===== src/rtl/exec_scheduler.sv =====
// Single-issue instruction sequencer: instruction FIFO, register file and an
// IDLE/ISSUE/WAIT/WB dispatch FSM that drives an add/sub/mul unit over en/ready.
module exec_scheduler #(
  parameter int WIDTH   = 8,
  parameter int SIZE    = 64,
  parameter int DEPTH   = 4,
  parameter int TIMEOUT = 255,
  localparam int AW     = $clog2(SIZE)
) (
  input  logic             clk,
  input  logic             rst_n,
  input  logic             instr_valid,
  output logic             instr_ready,
  input  logic [1:0]       instr_op,
  input  logic [AW-1:0]    instr_dst,
  input  logic [AW-1:0]    instr_src1,
  input  logic [AW-1:0]    instr_src2,
  input  logic             host_we,
  input  logic [AW-1:0]    host_addr,
  input  logic [WIDTH-1:0] host_wdata,
  output logic [WIDTH-1:0] host_rdata,
  output logic             exe_en,
  output logic [1:0]       exe_op,
  output logic [WIDTH-1:0] exe_src1,
  output logic [WIDTH-1:0] exe_src2,
  output logic [AW-1:0]    exe_dst,
  input  logic             exe_ready,
  input  logic [WIDTH-1:0] exe_result,
  output logic             busy,
  output logic             done,
  output logic [15:0]      retired,
  output logic             err
);
  localparam int PW = $clog2(DEPTH);
  localparam int CW = $clog2(DEPTH + 1);
  localparam int TW = $clog2(TIMEOUT + 1);
  localparam logic [1:0] OP_NOP = 2'b00;

  typedef enum logic [1:0] {S_IDLE, S_ISSUE, S_WAIT, S_WB} state_t;
  state_t state, state_d;

  logic [1:0]       fifo_op   [DEPTH];
  logic [AW-1:0]    fifo_dst  [DEPTH];
  logic [AW-1:0]    fifo_src1 [DEPTH];
  logic [AW-1:0]    fifo_src2 [DEPTH];
  logic [PW-1:0]    wr_ptr, rd_ptr;
  logic [CW-1:0]    count;
  logic [TW-1:0]    tmo_cnt;
  logic [WIDTH-1:0] regfile [SIZE];
  logic [WIDTH-1:0] wb_result;

  logic          push, pop, tmo_hit;
  logic [1:0]    head_op;
  logic [AW-1:0] head_dst, head_src1, head_src2;

  // Readiness depends only on the registered count, so a full FIFO refuses
  // a push even when the FSM pops in the same cycle.
  assign instr_ready = (count < CW'(DEPTH));
  assign push        = instr_valid && instr_ready;
  assign pop         = (state == S_IDLE) && (count != '0);
  assign busy        = (state != S_IDLE) || (count != '0);
  assign host_rdata  = regfile[host_addr];

  assign head_op   = fifo_op[rd_ptr];
  assign head_dst  = fifo_dst[rd_ptr];
  assign head_src1 = fifo_src1[rd_ptr];
  assign head_src2 = fifo_src2[rd_ptr];

  // WAIT lasts at most TIMEOUT cycles: the abort edge is the one on which the
  // count would reach TIMEOUT.
  assign tmo_hit = (tmo_cnt == TW'(TIMEOUT - 1));

  always_comb begin
    state_d = state;
    exe_en  = 1'b0;
    done    = 1'b0;
    case (state)
      S_IDLE: begin
        if (count != '0) state_d = (head_op == OP_NOP) ? S_WB : S_ISSUE;
      end
      S_ISSUE: begin
        exe_en  = 1'b1;
        state_d = S_WAIT;
      end
      S_WAIT: begin
        exe_en = 1'b1;
        if (exe_ready)    state_d = S_WB;
        else if (tmo_hit) state_d = S_IDLE;
      end
      S_WB: begin
        done    = 1'b1;
        state_d = S_IDLE;
      end
      default: state_d = S_IDLE;
    endcase
  end

  always_ff @(posedge clk) begin
    if (!rst_n) begin
      state    <= S_IDLE;
      wr_ptr   <= '0;
      rd_ptr   <= '0;
      count    <= '0;
      tmo_cnt  <= '0;
      retired  <= '0;
      err      <= 1'b0;
      exe_op   <= '0;
      exe_dst  <= '0;
      exe_src1 <= '0;
      exe_src2 <= '0;
      for (int i = 0; i < SIZE; i++) regfile[i] <= '0;
    end else begin
      state <= state_d;
      if (push) wr_ptr <= wr_ptr + PW'(1);

      // Operands are read at pop time; a writeback on the previous edge is visible.
      if (pop) begin
        rd_ptr   <= rd_ptr + PW'(1);
        exe_op   <= head_op;
        exe_dst  <= head_dst;
        exe_src1 <= regfile[head_src1];
        exe_src2 <= regfile[head_src2];
      end

      case ({push, pop})
        2'b10:   count <= count + CW'(1);
        2'b01:   count <= count - CW'(1);
        default: ;
      endcase

      if (state == S_ISSUE)     tmo_cnt <= '0;
      else if (state == S_WAIT) tmo_cnt <= tmo_cnt + TW'(1);

      if (state == S_WAIT && !exe_ready && tmo_hit) err <= 1'b1;

      if (state == S_WB) begin
        retired <= retired + 16'd1;
        if (exe_op != OP_NOP) regfile[exe_dst] <= wb_result;
      end else if (host_we && !busy) begin
        regfile[host_addr] <= host_wdata;
      end
    end
  end

  always_ff @(posedge clk) begin
    if (push) begin
      fifo_op[wr_ptr]   <= instr_op;
      fifo_dst[wr_ptr]  <= instr_dst;
      fifo_src1[wr_ptr] <= instr_src1;
      fifo_src2[wr_ptr] <= instr_src2;
    end
    if (state == S_WAIT && exe_ready) wb_result <= exe_result;
  end

endmodule


===== config.mk =====
export PLATFORM = sky130hd
export DESIGN_NAME = exec_scheduler
export DESIGN_NICKNAME = d
export VERILOG_FILES = /design/src/rtl/exec_scheduler.sv
export SDC_FILE = /design/constraint.sdc
export NUM_CORES = 2
export LEC_CHECK = 0
export CAP_MARGIN = 20
export CORE_UTILIZATION = 45
export CTS_BUF_LIST = sky130_fd_sc_hd__clkbuf_8 sky130_fd_sc_hd__clkbuf_16
export DETAILED_ROUTE_END_ITERATION = 10
export SLEW_MARGIN = 20
export SYNTH_ARGS = -nofsm -noshare
export SYNTH_HDL_FRONTEND = slang
export SYNTH_SLANG_ARGS = --single-unit

===== constraint.sdc =====
create_clock -name clk -period 8.25 [get_ports clk]
set_clock_uncertainty 0.1 [all_clocks]
set_input_delay 1.65 -clock clk [delete_from_list [all_inputs] [get_ports clk]]
set_output_delay 1.65 -clock clk [all_outputs]
set_load 0.02 [all_outputs]

==> flow_summary.toml <==
[worst_setup_path]
start_kind = "input pin"
worst_path_max_delay_cell = "buf_6"
crit_chain = "buf_6 > buf_4 > mux4_2 > mux4_2 > mux4_2 > clkdlybuf4s50_1"
criticalPathCategory = "input pin to primary output"
r2r_cells = 9
worstPathRequired_ns = 6.50
path_max_fanout = 107
end_kind = "primary output"
cp_common_cell = "mux4_2"
max_stage_delay_ns = 0.73
arrival_ns = 5.04

[power_and_ir_drop]
p_total_mw = 13.3
p_int_mw = 7.80
seqPwrFrac_pct = 31.2
p_leak_nw = 15.5
power_density_mw_per_mm2 = 316
switching_share_pct = 41.6
switching_power_mw = 5.55
vdd_drop_max_mv = 0.232
combPwrFrac_pct = 41.9
clockPowerShare_pct = 26.9

[timing]
period_needed_ns = 6.79
setup_viol = 0
max_slew_margin_pct = 21.0
finalHoldViolations = 0
fin_hold_ws_ns = 0.389
worst_slew_pin_slew_ns = 1.19
rsz0062_at_grt = "false"
tns_ns = 0
period_share_pct = 82.3
drv_slew = 0
max_clock_freq_mhz = 147

[route]
drt_wl_total_um = 145000
ant_nets = 0
first_pass_iters = 8
vias = 29600
vias_per_cell = 6.83
wl_per_cell_um = 33.4
drc = 0
drt_iter0_markers = 4234

[grt]
grt-ovfl-total = 0
grt_pass1_wl_um = 206000
grt_pass1_vias = 28500
grt_usage_pct = 33.7
grt_max_degree = 121
antenna_found_initial = 5

[synth]
synth_area_leaders = "edfxtp_1, mux2i_1, mux4_2, nor2_1, nand2_1"
synth_top_area_share_pct = 47.6
synthFlopType = "edfxtp_1"
synth_seq_area_share_pct = 50.7
synth-async-reset-ratio_pct = 0
synth_common_cells = "nor2_1, edfxtp_1, mux2i_1, nand2_1, mux4_2"
yosysMostFrequentCell = "nor2_1"
postSynthCellCount = 3229
synth.cell_area_mm2 = 0.0379
synth_edf_count = 600
ys_warn_count = 0
yosysTopAreaCell = "edfxtp_1"
synth_seq_cells = 660
avgSynthCellArea_um2 = 11.7
synth_nets = 3290
synth_cell_types = 56

[cts]
clock_latency_ns = 0.67
htreeDepth = 3
cts_resized = 0
numCtsBuffers = 75
clock_path_buffers = 3
cts_tree = "yes"
cts.sinks = 660
path_clk_slew_ns = 0.06
clockRootBuffer = "clkbuf_16"
postCtsHoldBufs = 0
postCtsSetupRepairBufs = 0

[placed_design]
routabilityCongestion = 1.02
dp_hpwl_um = 97700
portBuffers = 99
dp.cells = 4197

[floorplan]
core-area_mm2 = 0.0834
ios = 100
die_y_um = 292
initial_core_util_pct = 45.4
dieWidth_um = 292
num_rows = 106
fp.dieArea_mm2 = 0.0854

[hold_path]
hold_path.class = "flip-flop to flip-flop"
hold_depth = 2

[finish]
final_nets = 3255
post-route-util_pct = 50.7
drive_gt1_share_pct = 14.3
finalNonFillerCells = 4336
area_growth_pct = 11.6
n_fill_cell = 7219
n_antenna_cell = 0

[outcome]
status = "finished, final reports clean"

[job]
maxCapViolations = 0
[per-stage QoR]
| step | instance area, um^2 | setup WS [ns] |
|---|---|---|
| 6_report | 42300 | 1.46 |
| 5_1_grt | 42300 | 1.41 |
| 4_1_cts | 42300 | 1.52 |
| 3_5_place_dp | 39600 | 1.51 |
| 3_3_place_gp | 39600 | 1.59 |
| 2_1_floorplan | 37900 | 2.58 |
[final timing paths]
| path | from | to | slack (ns) |
|---|---|---|---|
| hold reg to reg | exe_op[0] | exe_op[0] | 0.39 |
| setup / recovery | host_addr[1] | host_rdata[3] | 1.46 |
| hold / removal | exe_op[0] | exe_op[0] | 0.39 |
| setup reg to reg | flip-flop | exe_src2[7] | 3.22 |
[sequential cells by signal, summed over array words and instances (netlist names), 3 cells and up, named ones only]
signal	flops
exe_dst	6
count	3
fifo_op	8
exe_src2	8
fifo_src1	24
exe_src1	8
wb_result	8
tmo_cnt	8
regfile	512
retired	16
fifo_src2	24
fifo_dst	24
[cell type report]
type | instances | area, um^2 | area share (%)
Clock buffer | 76 | 1900 | 4.50
Inverter | 18 | 67.6 | 0.160
Multi-Input combinational cell | 2289 | 17500 | 41.4
Timing Repair Buffer | 150 | 1460 | 3.45
Clock inverter | 63 | 764 | 1.81
Sequential cell | 660 | 19200 | 45.5
Tap cell | 1080 | 1350 | 3.20
[critical path: cells and delay by family]
| family | cells | cell delay, ns |
|---|---|---|
| buffers and inverters | 3 | 1.81 |
| multiplexers | 3 | 1.48 |
[logic make-up after synthesis]
kind of cell / synth area share (%)
fa+ha+maj: 0.482
mux: 24.3
buf+inv: 3.49
flops: 50.7
xor+xnor: 0.578
simple gates: 12.9
compound gates: 7.55
[layer usage]
metal	share of wire [%]	global-route usage [%]	vias to the layer above
met3	12	7.94	492
li1	-	-	12100
met4	6.4	19.0	6
met1	37	44.1	14800
met2	44	51.5	2276
met5	0.026	0	-
[power groups by stage]
| stage | logic (mW) | clock network [mW] | registers (mW) |
|---|---|---|---|
| global placement | 5.34 | 0 | 4.21 |
| floorplan | 3.55 | 0 | 4.11 |
| CTS | 5.43 | 3.60 | 4.15 |
| global route | 5.76 | 3.74 | 4.17 |
| detailed placement | 5.42 | 0 | 4.22 |
| finish | 5.60 | 3.59 | 4.16 |
[cell usage in the layout, fill, tap and decap left out, types with 26 or more instances in the layout]
master / netlist / final
nor2b_1: 35 / 29
o21ai_0: 44 / 44
a22oi_1: 89 / 89
nand3_1: 55 / 55
a31oi_1: 33 / 33
clkbuf_16: 0 / 76
clkdlybuf4s50_1: 0 / 95
inv_1: 16 / 29
a211oi_1: 50 / 50
dfxtp_1: 60 / 59
nand2_1: 342 / 342
a311oi_1: 54 / 54
mux2i_1: 466 / 458
edfxtp_1: 600 / 600
nor2_1: 606 / 604
mux2_2: 26 / 26
a21oi_1: 60 / 60
mux4_2: 188 / 184
buf_4: 28 / 47
nand2_2: 43 / 43
(Power assumes the default switching activity.)
